--- config.mk ---
export PLATFORM = sky130hd
export DESIGN_NAME = gremlin_hit_detector
export DESIGN_NICKNAME = d
export VERILOG_FILES = /design/src/rtl/gremlin_hit_detector_pkg.sv /design/src/rtl/gremlin_hit_detector_spawn_lfsr.sv /design/src/rtl/gremlin_hit_detector.sv
export SDC_FILE = /design/constraint.sdc
export NUM_CORES = 1
export LEC_CHECK = 0
export ABC_AREA = 1
export BUFFER_PORTS_ARGS = -buffer_cell sky130_fd_sc_hd__buf_2
export CAP_MARGIN = 20
export CORE_MARGIN = 2
export CORE_UTILIZATION = 45
export DETAILED_ROUTE_END_ITERATION = 7
export PLACE_DENSITY_LB_ADDON = 0.25
export SKIP_LAST_GASP = 1
export SYNTH_ARGS = -nofsm -noshare
export SYNTH_HDL_FRONTEND = slang
export SYNTH_SLANG_ARGS = --single-unit
--- constraint.sdc ---
create_clock -name clk -period 2.8 [get_ports clk]
set_input_delay 0.28 -clock clk [delete_from_list [all_inputs] [get_ports clk]]
set_output_delay 0.28 -clock clk [all_outputs]
set_load 0.1 [all_outputs]
--- src/rtl/gremlin_hit_detector_pkg.sv ---
// Shared definitions for the gremlin hit detector: FSM encoding, play-field
// edges, VGA timing bus layout with field accessors, and BCD score helper.
package gremlin_hit_detector_pkg;

    // Detector FSM encoding
    typedef enum logic [1:0] {
        ST_ALIVE   = 2'd0,
        ST_TOMB    = 2'd1,
        ST_RESPAWN = 2'd2
    } grem_state_t;

    // Play-field edges used for respawn placement
    localparam int PF_LEFT_EDGE  = 5;
    localparam int PF_RIGHT_EDGE = 779;
    localparam int PF_UP_EDGE    = 105;
    localparam int PF_DOWN_EDGE  = 563;

    // VGA timing bus layout: {vblnk, hblnk, vsync, hsync, vcount[10:0], hcount[10:0]}
    localparam int VGA_BUS_SIZE   = 26;
    localparam int VGA_HCOUNT_LSB = 0;
    localparam int VGA_VCOUNT_LSB = 11;
    localparam int VGA_HSYNC_BIT  = 22;
    localparam int VGA_VSYNC_BIT  = 23;
    localparam int VGA_HBLNK_BIT  = 24;
    localparam int VGA_VBLNK_BIT  = 25;

    function automatic logic [10:0] vga_hcount(input logic [VGA_BUS_SIZE-1:0] bus);
        return bus[VGA_HCOUNT_LSB +: 11];
    endfunction

    function automatic logic [10:0] vga_vcount(input logic [VGA_BUS_SIZE-1:0] bus);
        return bus[VGA_VCOUNT_LSB +: 11];
    endfunction

    function automatic logic vga_hsync(input logic [VGA_BUS_SIZE-1:0] bus);
        return bus[VGA_HSYNC_BIT];
    endfunction

    function automatic logic vga_vsync(input logic [VGA_BUS_SIZE-1:0] bus);
        return bus[VGA_VSYNC_BIT];
    endfunction

    function automatic logic vga_hblnk(input logic [VGA_BUS_SIZE-1:0] bus);
        return bus[VGA_HBLNK_BIT];
    endfunction

    function automatic logic vga_vblnk(input logic [VGA_BUS_SIZE-1:0] bus);
        return bus[VGA_VBLNK_BIT];
    endfunction

    // Two-digit BCD increment that sticks at 99
    function automatic logic [7:0] bcd_inc_sat(input logic [7:0] s);
        logic [7:0] r;
        if (s == 8'h99) begin
            r = s;
        end else if (s[3:0] == 4'd9) begin
            r = {s[7:4] + 4'd1, 4'd0};
        end else begin
            r = {s[7:4], s[3:0] + 4'd1};
        end
        return r;
    endfunction

endpackage

--- src/rtl/gremlin_hit_detector_spawn_lfsr.sv ---
// Free-running 16-bit Fibonacci LFSR (taps 16,14,13,11) with range folding
// that turns its bits into x/y offsets inside a sprite's play field.
module spawn_lfsr #(
    parameter logic [15:0] SEED    = 16'hACE1,
    parameter int          X_RANGE = 774,
    parameter int          Y_RANGE = 458
) (
    input  logic       clk,
    input  logic       reset,
    output logic [9:0] o_x_off,
    output logic [8:0] o_y_off
);

    logic [15:0] r_lfsr;
    logic [15:0] r_lfsr_next;
    logic        w_feedback;
    logic [9:0]  w_x_raw;
    logic [8:0]  w_y_raw;

    assign w_feedback = r_lfsr[15] ^ r_lfsr[13] ^ r_lfsr[12] ^ r_lfsr[10];
    assign w_x_raw    = r_lfsr[9:0];
    assign w_y_raw    = r_lfsr[15:7];

    // Shift one position per cycle, no enable: the sequence keeps advancing
    always_comb begin
        r_lfsr_next = {r_lfsr[14:0], w_feedback};
    end

    // LFSR state register, back to the nonzero seed on reset
    always_ff @(posedge clk) begin
        if (!reset) begin
            r_lfsr <= SEED;
        end else begin
            r_lfsr <= r_lfsr_next;
        end
    end

    // Fold raw bits that overshoot the field width back into range
    always_comb begin
        o_x_off = w_x_raw;
        o_y_off = w_y_raw;
        if (w_x_raw > 10'(X_RANGE)) begin
            o_x_off = w_x_raw - 10'(X_RANGE);
        end
        if (w_y_raw > 9'(Y_RANGE)) begin
            o_y_off = w_y_raw - 9'(Y_RANGE);
        end
    end

endmodule

--- src/rtl/gremlin_hit_detector.sv ---
// Gremlin hit detector: latches car/gremlin pixel overlap during active video,
// resolves it once per frame on the vsync rising edge, shows a tombstone for
// TOMB_FRAMES frames, then requests a respawn at a pseudo-random position.
module gremlin_hit_detector
    import gremlin_hit_detector_pkg::*;
#(
    parameter int          TOMB_FRAMES = 120,
    parameter int          XPOS_INIT   = 400,
    parameter int          YPOS_INIT   = 300,
    parameter int          LEFT_EDGE   = PF_LEFT_EDGE,
    parameter int          RIGHT_EDGE  = PF_RIGHT_EDGE,
    parameter int          UP_EDGE     = PF_UP_EDGE,
    parameter int          DOWN_EDGE   = PF_DOWN_EDGE,
    parameter logic [15:0] LFSR_SEED   = 16'hACE1
) (
    input  logic                    clk,
    input  logic                    reset,
    input  logic [VGA_BUS_SIZE-1:0] vga_in,
    input  logic                    car_color,
    input  logic                    grem_color,
    input  logic [10:0]             grem_xpos,
    input  logic [10:0]             grem_ypos,
    output logic                    grem_kill,
    output logic                    grem_spawn,
    output logic [10:0]             spawn_x,
    output logic [10:0]             spawn_y,
    output logic                    tomb_active,
    output logic [10:0]             tomb_x,
    output logic [10:0]             tomb_y,
    output logic [7:0]              score
);

    localparam int X_RANGE = RIGHT_EDGE - LEFT_EDGE;
    localparam int Y_RANGE = DOWN_EDGE - UP_EDGE;
    localparam int CNT_W   = (TOMB_FRAMES > 1) ? $clog2(TOMB_FRAMES) : 1;

    grem_state_t r_state, r_state_next;
    logic             r_kill, r_kill_next;
    logic             r_spawn, r_spawn_next;
    logic             r_tomb_active, r_tomb_active_next;
    logic [10:0]      r_tomb_x, r_tomb_x_next;
    logic [10:0]      r_tomb_y, r_tomb_y_next;
    logic [7:0]       r_score, r_score_next;
    logic [10:0]      r_spawn_x, r_spawn_x_next;
    logic [10:0]      r_spawn_y, r_spawn_y_next;
    logic             r_coll_latch, r_coll_latch_next;
    logic [CNT_W-1:0] r_tomb_cnt, r_tomb_cnt_next;
    logic             r_vsync_d, r_vsync_d_next;

    logic       w_vsync;
    logic       w_hblnk;
    logic       w_vblnk;
    logic       w_tick;
    logic       w_coll;
    logic       w_tomb_done;
    logic [9:0] w_x_off;
    logic [8:0] w_y_off;
    logic       w_unused_vga;

    assign w_vsync      = vga_vsync(vga_in);
    assign w_hblnk      = vga_hblnk(vga_in);
    assign w_vblnk      = vga_vblnk(vga_in);
    // Pixel counters and hsync are carried on the shared bus but not needed here
    assign w_unused_vga = ^{vga_hcount(vga_in), vga_vcount(vga_in), vga_hsync(vga_in)};

    assign w_tick      = w_vsync & ~r_vsync_d;
    assign w_coll      = car_color & grem_color & ~w_hblnk & ~w_vblnk;
    assign w_tomb_done = (r_tomb_cnt == CNT_W'(TOMB_FRAMES - 1));

    spawn_lfsr #(
        .SEED    (LFSR_SEED),
        .X_RANGE (X_RANGE),
        .Y_RANGE (Y_RANGE)
    ) u_spawn_lfsr (
        .clk     (clk),
        .reset   (reset),
        .o_x_off (w_x_off),
        .o_y_off (w_y_off)
    );

    // Next-state and output decode; everything holds unless a frame event moves it
    always_comb begin
        r_state_next       = r_state;
        r_kill_next        = 1'b0;
        r_spawn_next       = 1'b0;
        r_tomb_active_next = r_tomb_active;
        r_tomb_x_next      = r_tomb_x;
        r_tomb_y_next      = r_tomb_y;
        r_score_next       = r_score;
        r_spawn_x_next     = r_spawn_x;
        r_spawn_y_next     = r_spawn_y;
        r_tomb_cnt_next    = r_tomb_cnt;
        r_vsync_d_next     = w_vsync;

        // Latch clears at every frame boundary; overlap is ignored while the
        // tombstone is up, but one landing in the respawn cycle carries forward
        if (w_tick) begin
            r_coll_latch_next = 1'b0;
        end else if ((r_state != ST_TOMB) && w_coll) begin
            r_coll_latch_next = 1'b1;
        end else begin
            r_coll_latch_next = r_coll_latch;
        end

        case (r_state)
            ST_ALIVE: begin
                // Same-cycle overlap is folded in so a hit on the tick pixel counts
                if (w_tick && (r_coll_latch || w_coll)) begin
                    r_state_next       = ST_TOMB;
                    r_kill_next        = 1'b1;
                    r_tomb_active_next = 1'b1;
                    r_tomb_x_next      = grem_xpos;
                    r_tomb_y_next      = grem_ypos;
                    r_tomb_cnt_next    = '0;
                    r_score_next       = bcd_inc_sat(r_score);
                end
            end
            ST_TOMB: begin
                if (w_tick) begin
                    if (w_tomb_done) begin
                        r_state_next = ST_RESPAWN;
                    end else begin
                        r_tomb_cnt_next = r_tomb_cnt + CNT_W'(1);
                    end
                end
            end
            ST_RESPAWN: begin
                r_state_next       = ST_ALIVE;
                r_spawn_next       = 1'b1;
                r_tomb_active_next = 1'b0;
                r_spawn_x_next     = 11'(LEFT_EDGE) + {1'b0, w_x_off};
                r_spawn_y_next     = 11'(UP_EDGE) + {2'b00, w_y_off};
            end
            default: begin
                r_state_next = ST_ALIVE;
            end
        endcase
    end

    // State and output registers with synchronous active-low reset
    always_ff @(posedge clk) begin
        if (!reset) begin
            r_state       <= ST_ALIVE;
            r_kill        <= 1'b0;
            r_spawn       <= 1'b0;
            r_tomb_active <= 1'b0;
            r_tomb_x      <= '0;
            r_tomb_y      <= '0;
            r_score       <= 8'h00;
            r_spawn_x     <= 11'(XPOS_INIT);
            r_spawn_y     <= 11'(YPOS_INIT);
            r_coll_latch  <= 1'b0;
            r_tomb_cnt    <= '0;
            r_vsync_d     <= 1'b0;
        end else begin
            r_state       <= r_state_next;
            r_kill        <= r_kill_next;
            r_spawn       <= r_spawn_next;
            r_tomb_active <= r_tomb_active_next;
            r_tomb_x      <= r_tomb_x_next;
            r_tomb_y      <= r_tomb_y_next;
            r_score       <= r_score_next;
            r_spawn_x     <= r_spawn_x_next;
            r_spawn_y     <= r_spawn_y_next;
            r_coll_latch  <= r_coll_latch_next;
            r_tomb_cnt    <= r_tomb_cnt_next;
            r_vsync_d     <= r_vsync_d_next;
        end
    end

    assign grem_kill   = r_kill;
    assign grem_spawn  = r_spawn;
    assign spawn_x     = r_spawn_x;
    assign spawn_y     = r_spawn_y;
    assign tomb_active = r_tomb_active;
    assign tomb_x      = r_tomb_x;
    assign tomb_y      = r_tomb_y;
    assign score       = r_score;

endmodule

**Yosys cells after proc, flatten, opt, wreduce, memory -nomap -nowiden**

Index checks and enable logic that the tools add are counted.

- Bits in registers: 82
- Bits of input ports: 52
- Logic and storage cells: 74

- $add $sub $neg: 7
- Order comparisons: 2
- Equal/unequal tests: 10
- Mux-type cells: 15
- Bitwise gates (word level): 12
- Reduce and logical (&&, ||, !) cells: 14

Operators by type and width:

| kind | count |
|---|---|
| $mux 7 | 3 |
| $pmux 7 s2 | 1 |
| $add 3x10->11 const A | 1 |
| $add 7x9->10 const A | 1 |
| $gt 10x10->1 const B | 1 |
| $mux 10 | 1 |
| $sub 10x10->10 const B | 1 |
| $gt 9x9->1 const B | 1 |
| $mux 9 | 1 |
| $sub 9x9->9 const B | 1 |
| $add 4x1->4 const B | 2 |
| $eq 8x8->1 const B | 1 |
| $ne 2x2->1 const B | 4 |
| $reduce_and 4->1 | 2 |
| $add 7x1->7 const B | 1 |
| $eq 7x7->1 const B | 1 |
| $mux 2 | 3 |
| $reduce_and 2->1 | 3 |
| $reduce_and 3->1 | 2 |
| $not 1->1 | 5 |
| $and 1x1->1 | 4 |
| $eq 4x4->1 const B | 1 |
| $mux 4 | 1 |
| $pmux 2 s2 | 1 |
| 11 further kinds | 17 |

**Longest topological paths before layout**

- Depth after elaboration: 7
- Mapped depth: 16

**By module**

Synthesis repeated with hierarchy kept, for this count alone.

- Cell total of the unflattened synthesis: 552
- Area total of the unflattened synthesis: 3930.0 sq um

Modules (own cells, without submodules):

| module | times used | cells an instance | area each (sq um) | seq. area each (sq um) |
|---|---|---|---|---|
| gremlin_hit_detector | 1 | 418 | 3000.4 | 1301.2 |
| spawn_lfsr | 1 | 134 | 929.6 | 320.3 |

**Worst setup path before layout**

OpenSTA, ideal clock, no wires.

- Kind: flip-flop to flip-flop
- Start: register r_score[5] (netlist: score[5])
- End: register r_score[6] (netlist: score[6])
- Setup time: 0.116 ns
- Data arrival time: 2.153 ns
- Required time: 2.684 ns
- Path slack: 0.530 ns
- Stages on the path, launching flop included: 10
- Path buffers: 0
- Clock period less this slack: 2.270 ns
- Path through: dfxtp_1 inv_1 ha_1 nand4_1 nand2_1 nor2_1 nand3b_1 nor2_1 a21oi_1 o21a_1

- Word-level cells in the longest chain between the ends: 3
- Elaborated cells between the ends (all ways): 4
- Classes of those cells: 1 x add/sub; 1 x eq/ne; 1 x bitwise; 1 x reduce/logical

Ends and longest elaborated chain:

| item | RTL line | text |
|---|---|---|
| start, declared | gremlin_hit_detector.sv:43 | `logic [7:0] r_score, r_score_next;` |
| start signal, assigned | gremlin_hit_detector.sv:162 | `r_score <= r_score_next;` |
| $eq 8x8->1 | gremlin_hit_detector_pkg.sv:54 | `if (s == 8'h99) begin` |
| $not 1->1 (no line) | -- |  |
| $reduce_and 4->1 (no line) | -- |  |

Parallel ways exist; a longest one is shown, timed or not.
A chain may end at the register's enable or synchronous reset.

**Final worst setup path**

- Start: register u_spawn_lfsr.r_lfsr[8]
- End: register r_spawn_y[8] (netlist: spawn_y[8])

- Word-level cells in the longest chain between the ends: 3
- Elaborated cells between the ends (all ways): 4
- Classes of those cells: 2 x add/sub; 1 x order compare; 1 x mux

Ends and longest elaborated chain:

| item | RTL line | text |
|---|---|---|
| start, declared | gremlin_hit_detector_spawn_lfsr.sv:14 | `logic [15:0] r_lfsr;` |
| start signal, assigned | gremlin_hit_detector_spawn_lfsr.sv:34 | `r_lfsr <= r_lfsr_next;` |
| $sub 9x9->9 / $gt 9x9->1 (equally long branches) | gremlin_hit_detector_spawn_lfsr.sv:46, gremlin_hit_detector_spawn_lfsr.sv:45 |  |
| $mux 9 (*) | gremlin_hit_detector_spawn_lfsr.sv:45 | `if (w_y_raw > 9'(Y_RANGE)) begin` |
| $add 7x9->10 (*) | gremlin_hit_detector.sv:132 | `r_spawn_y_next = 11'(UP_EDGE) + {2'b00, w_y_off};` |
| end signal, assigned | gremlin_hit_detector.sv:151 | `r_spawn_y <= 11'(YPOS_INIT);` |
| end signal, assigned | gremlin_hit_detector.sv:164 | `r_spawn_y <= r_spawn_y_next;` |
| end, declared | gremlin_hit_detector.sv:45 | `logic [10:0] r_spawn_y, r_spawn_y_next;` |

Every way passes the cells marked *; elsewhere a longest branch is shown, timed or not.

==> out/results.ini <==
[run_status]
outcome = completed

[worst_setup_path]
r2r_end = spawn_y[8]$_SDFFE_PN1P_
crit_buf_inv = 1
cp-start-kind = flip-flop
critPathArrivalTime_ns = 2.43
cp_max_fo = 7
r2r-start = u_spawn_lfsr.r_lfsr[8]$_SDFF_PN0_
crit_path_start = u_spawn_lfsr.r_lfsr[8]$_SDFF_PN0_
rrSetupSlack_ns = 0.60
required_ns = 3.03
crit_path_end_kind = flip-flop
cp_top_family = simple AND/OR/NAND/NOR gates
criticalPathCategory = reg -> reg
reg2reg_depth = 14
crit_chain = inv_1 -> ha_1 -> nor2_4 -> nand2_2 -> nand2_4 -> nand3_1 -> and2_1 -> ha_1 -> nand2_2 -> nand2_2 -> nand2_1 -> nand2_1 -> nand3_1 -> nand3_1
max_stage_delay_ns = 0.46
crit_cells = 14
slowest_stage = dfxtp_1
cp-endpoint = spawn_y[8]$_SDFFE_PN1P_

[logic_synthesis]
ys_warn_count = 0
synth_compound_area_share_pct = 14.0
ys_types = 38
syn_avg_cell_area_sq_um = 7.50
yosys.area_share.simple_pct = 29.6
syn_area_sq_um = 3750
netlist_instances = 500
synth_seq_cells = 81
synth_fa_ha_area_share_pct = 2.67
synthMuxAreaShare_pct = 0
netlist.area_leader.share_pct = 43.3
synthXorXnorAreaFrac_pct = 2.34
synth_fp_nets = 560
synth_top_family_by_area = simple AND/OR/NAND/NOR gates
synth_area_leaders = dfxtp_1 43%, nand2_1 11%, inv_1 5.7%
yosysSeqAreaShare_pct = 43.3
synth_area_leader_cell = dfxtp_1

[global_route]
grt_usage_pct = 17.8
grt_pass1_vias = 2885
grt-ovfl-total = 0
grt_pass1_wl_microns = 12900
grt_max_degree = 30
antenna_found_initial = 0

[drt]
drt_first_iter_violations = 101
drt_pre_antenna_iters = 4
antenna_left = 0
routedWlPerCell_microns = 11.8
drc_errors = 0
via_count = 3388
via_per_inst = 4.90
wl_microns = 8170

[layout]
syn_to_final_growth_pct = 19.1
nets = 643
final_cells = 692
final_layout_size_suffix_gt1_share_pct = 23.7
diodes = 0
utilization_pct = 54.9

[floorplan]
die_w_microns = 95.3
io_pins = 107
core_sq_um = 8130
die_y_microns = 95.3
start_util_pct = 46.1
rows = 33
die-area_sq_um = 9080

[timing]
slew_headroom_pct = 64.4
period_needed_ns = 2.20
fin_crit_sh_pct = 78.7
finClkSkew_ns = 0.00913
finalSetupTns_ns = 0
hold_violations = 0
report.final.slew_viol_count = 0
finalSetupViolations = 0
worst_slew_pin_slew_ns = 0.531
max_freq_mhz = 454
rsz0062_at_grt = no

[power]
leakage_nw = 2.24
switchingPower_mw = 0.637
vdd_ir_drop_max_mv = 0.205
sw_frac_of_total_pct = 26.5
comb_power_share_pct = 12.4
p_seq_share_pct = 50.0
p_clk_share_pct = 37.6
p_int_mw = 1.76
power_density_nw_per_um2 = 537

[clock_tree]
post_cts_buffers = 0
cts-root-buf = clkbuf_8
holdBufCountCts = 0
cts_buffers = 9
clock_latency_ns = 0.34
clkSlewWorstSetupHoldPaths_ns = 0.08
cts_tree = built
cts_buffer_depth = 2
htree_levels = 3
cts_sinks = 81
postCtsResizedCells = 0

[worst_hold_path]
hp-class = in -> reg

[place]
portBuffers = 82
dp_hpwl_microns = 6050
place.gp.congestion = 0.859
dp.cells = 677

[job]
maxCapViolations = 0

## metrics by stage
| stage | area [sq um] | power, mW | hold slack (ns) | setup WS (ns) |
|---|---|---|---|---|
| 3_5_place_dp | 4250 | 1.52 | 0.450 | 0.618 |
| 5_1_grt | 4460 | 2.50 | 0.128 | 0.430 |
| 4_1_cts | 4460 | 2.43 | 0.111 | 0.601 |
| 6_report | 4460 | 2.40 | 0.125 | 0.596 |
| 3_3_place_gp | 4250 | 1.52 | 0.451 | 0.659 |
| 2_1_floorplan | 3750 | 1.46 | 0.373 | 0.530 |
## kinds of logic after synthesis
| logic type | after synthesis |
|---|---|
| AND/OR/NAND/NOR | 240 |
| AO/OA/AOI/OAI | 82 |
| flip-flops | 81 |
| buffers and inverters | 78 |
| XOR/XNOR | 10 |
| adder cells (fa/ha/maj) | 8 |
| other | 1 |
## worst register-to-register path: cells and delay by family, from the launching register on
kind / cells / cell delay [ns]
buffers and inverters: 1 / 0.14
flip-flops: 1 / 0.46
adder cells (fa/ha/maj): 2 / 0.46
AND/OR/NAND/NOR: 11 / 1.02
## power groups by stage
stage	sequential, mW	combinational [mW]	clock (mW)
final	1.20	0.297	0.902
after global routing	1.20	0.332	0.964
after CTS	1.20	0.297	0.932
after detailed placement	1.23	0.297	0
after global placement	1.23	0.290	0
after floorplan	1.27	0.191	0
## registers in the layout (all words and copies together), names as in the netlist
| signal | cells |
|---|---|
| score | 8 |
| u_spawn_lfsr.r_lfsr | 16 |
| tomb_x | 11 |
| r_vsync_d | 1 |
| tomb_y | 11 |
| r_tomb_cnt | 7 |
| r_state | 2 |
| spawn_y | 10 |
| spawn_x | 11 |
| r_coll_latch | 1 |
| grem_kill | 1 |
| tomb_active | 1 |
| grem_spawn | 1 |
## cell usage in the layout, fill, tap and decap left out, drive strengths merged, types with 2 or more instances in the layout
cell	instances
nand2	123
buf	85
dfxtp	81
inv	63
nor2	58
nand3	39
a21oi	31
o21ai	26
a22o	22
clkbuf	10
xor2	9
ha	8
nor3	7
nand4	6
clkinv	4
and2	2
nand3b	2
bufinv	2
## worst min-delay path by stage
stage                     depth (start not counted)                     end                   start
final                                             3    r_vsync_d$_SDFF_PN0_              vga_in[23]
after global placement                            1  tomb_y[4]$_SDFFE_PN0P_  tomb_y[4]$_SDFFE_PN0P_
after detailed placement                          1  tomb_y[4]$_SDFFE_PN0P_  tomb_y[4]$_SDFFE_PN0P_
after CTS                                         3    r_vsync_d$_SDFF_PN0_              vga_in[23]
after global routing                              3    r_vsync_d$_SDFF_PN0_              vga_in[23]
after floorplan                                   2    r_vsync_d$_SDFF_PN0_              vga_in[23]
## cell type report
class	instances	area, sq um
Clock inverter	5	81.3
Clock buffer	10	128
Tap cell	105	131
Timing Repair Buffer	85	433
Inverter	65	244
Multi-Input combinational cell	341	1820
Sequential cell	81	1620
Fill cell	784	3670
## synthesized netlist by cell type (all sizes together)
cell type / instances
ha: 8
or2: 1
nor2: 58
clkinv: 2
o221ai: 1
nand3b: 2
nor3b: 1
o21a: 1
o21ai: 26
nor4: 1
nand4: 6
conb: 1
nand2: 123
buf: 6
o21bai: 1
a21oi: 31
dfxtp: 81
nor3: 7
and2: 2
inv: 63
clkbuf: 7
nand3: 39
xor2: 9
a22o: 22
xnor2: 1
## metal layers
metal  GRT usage (%)  vias to the layer above  part of all wire, %
met5               0                        -                    0
met4            7.49                        0                  1.0
met2            29.2                       42                   47
met1            23.1                     1560                   48
li1                -                     1777                    -
met3            3.08                        9                  3.4
Power figures use the tool's default switching activity.
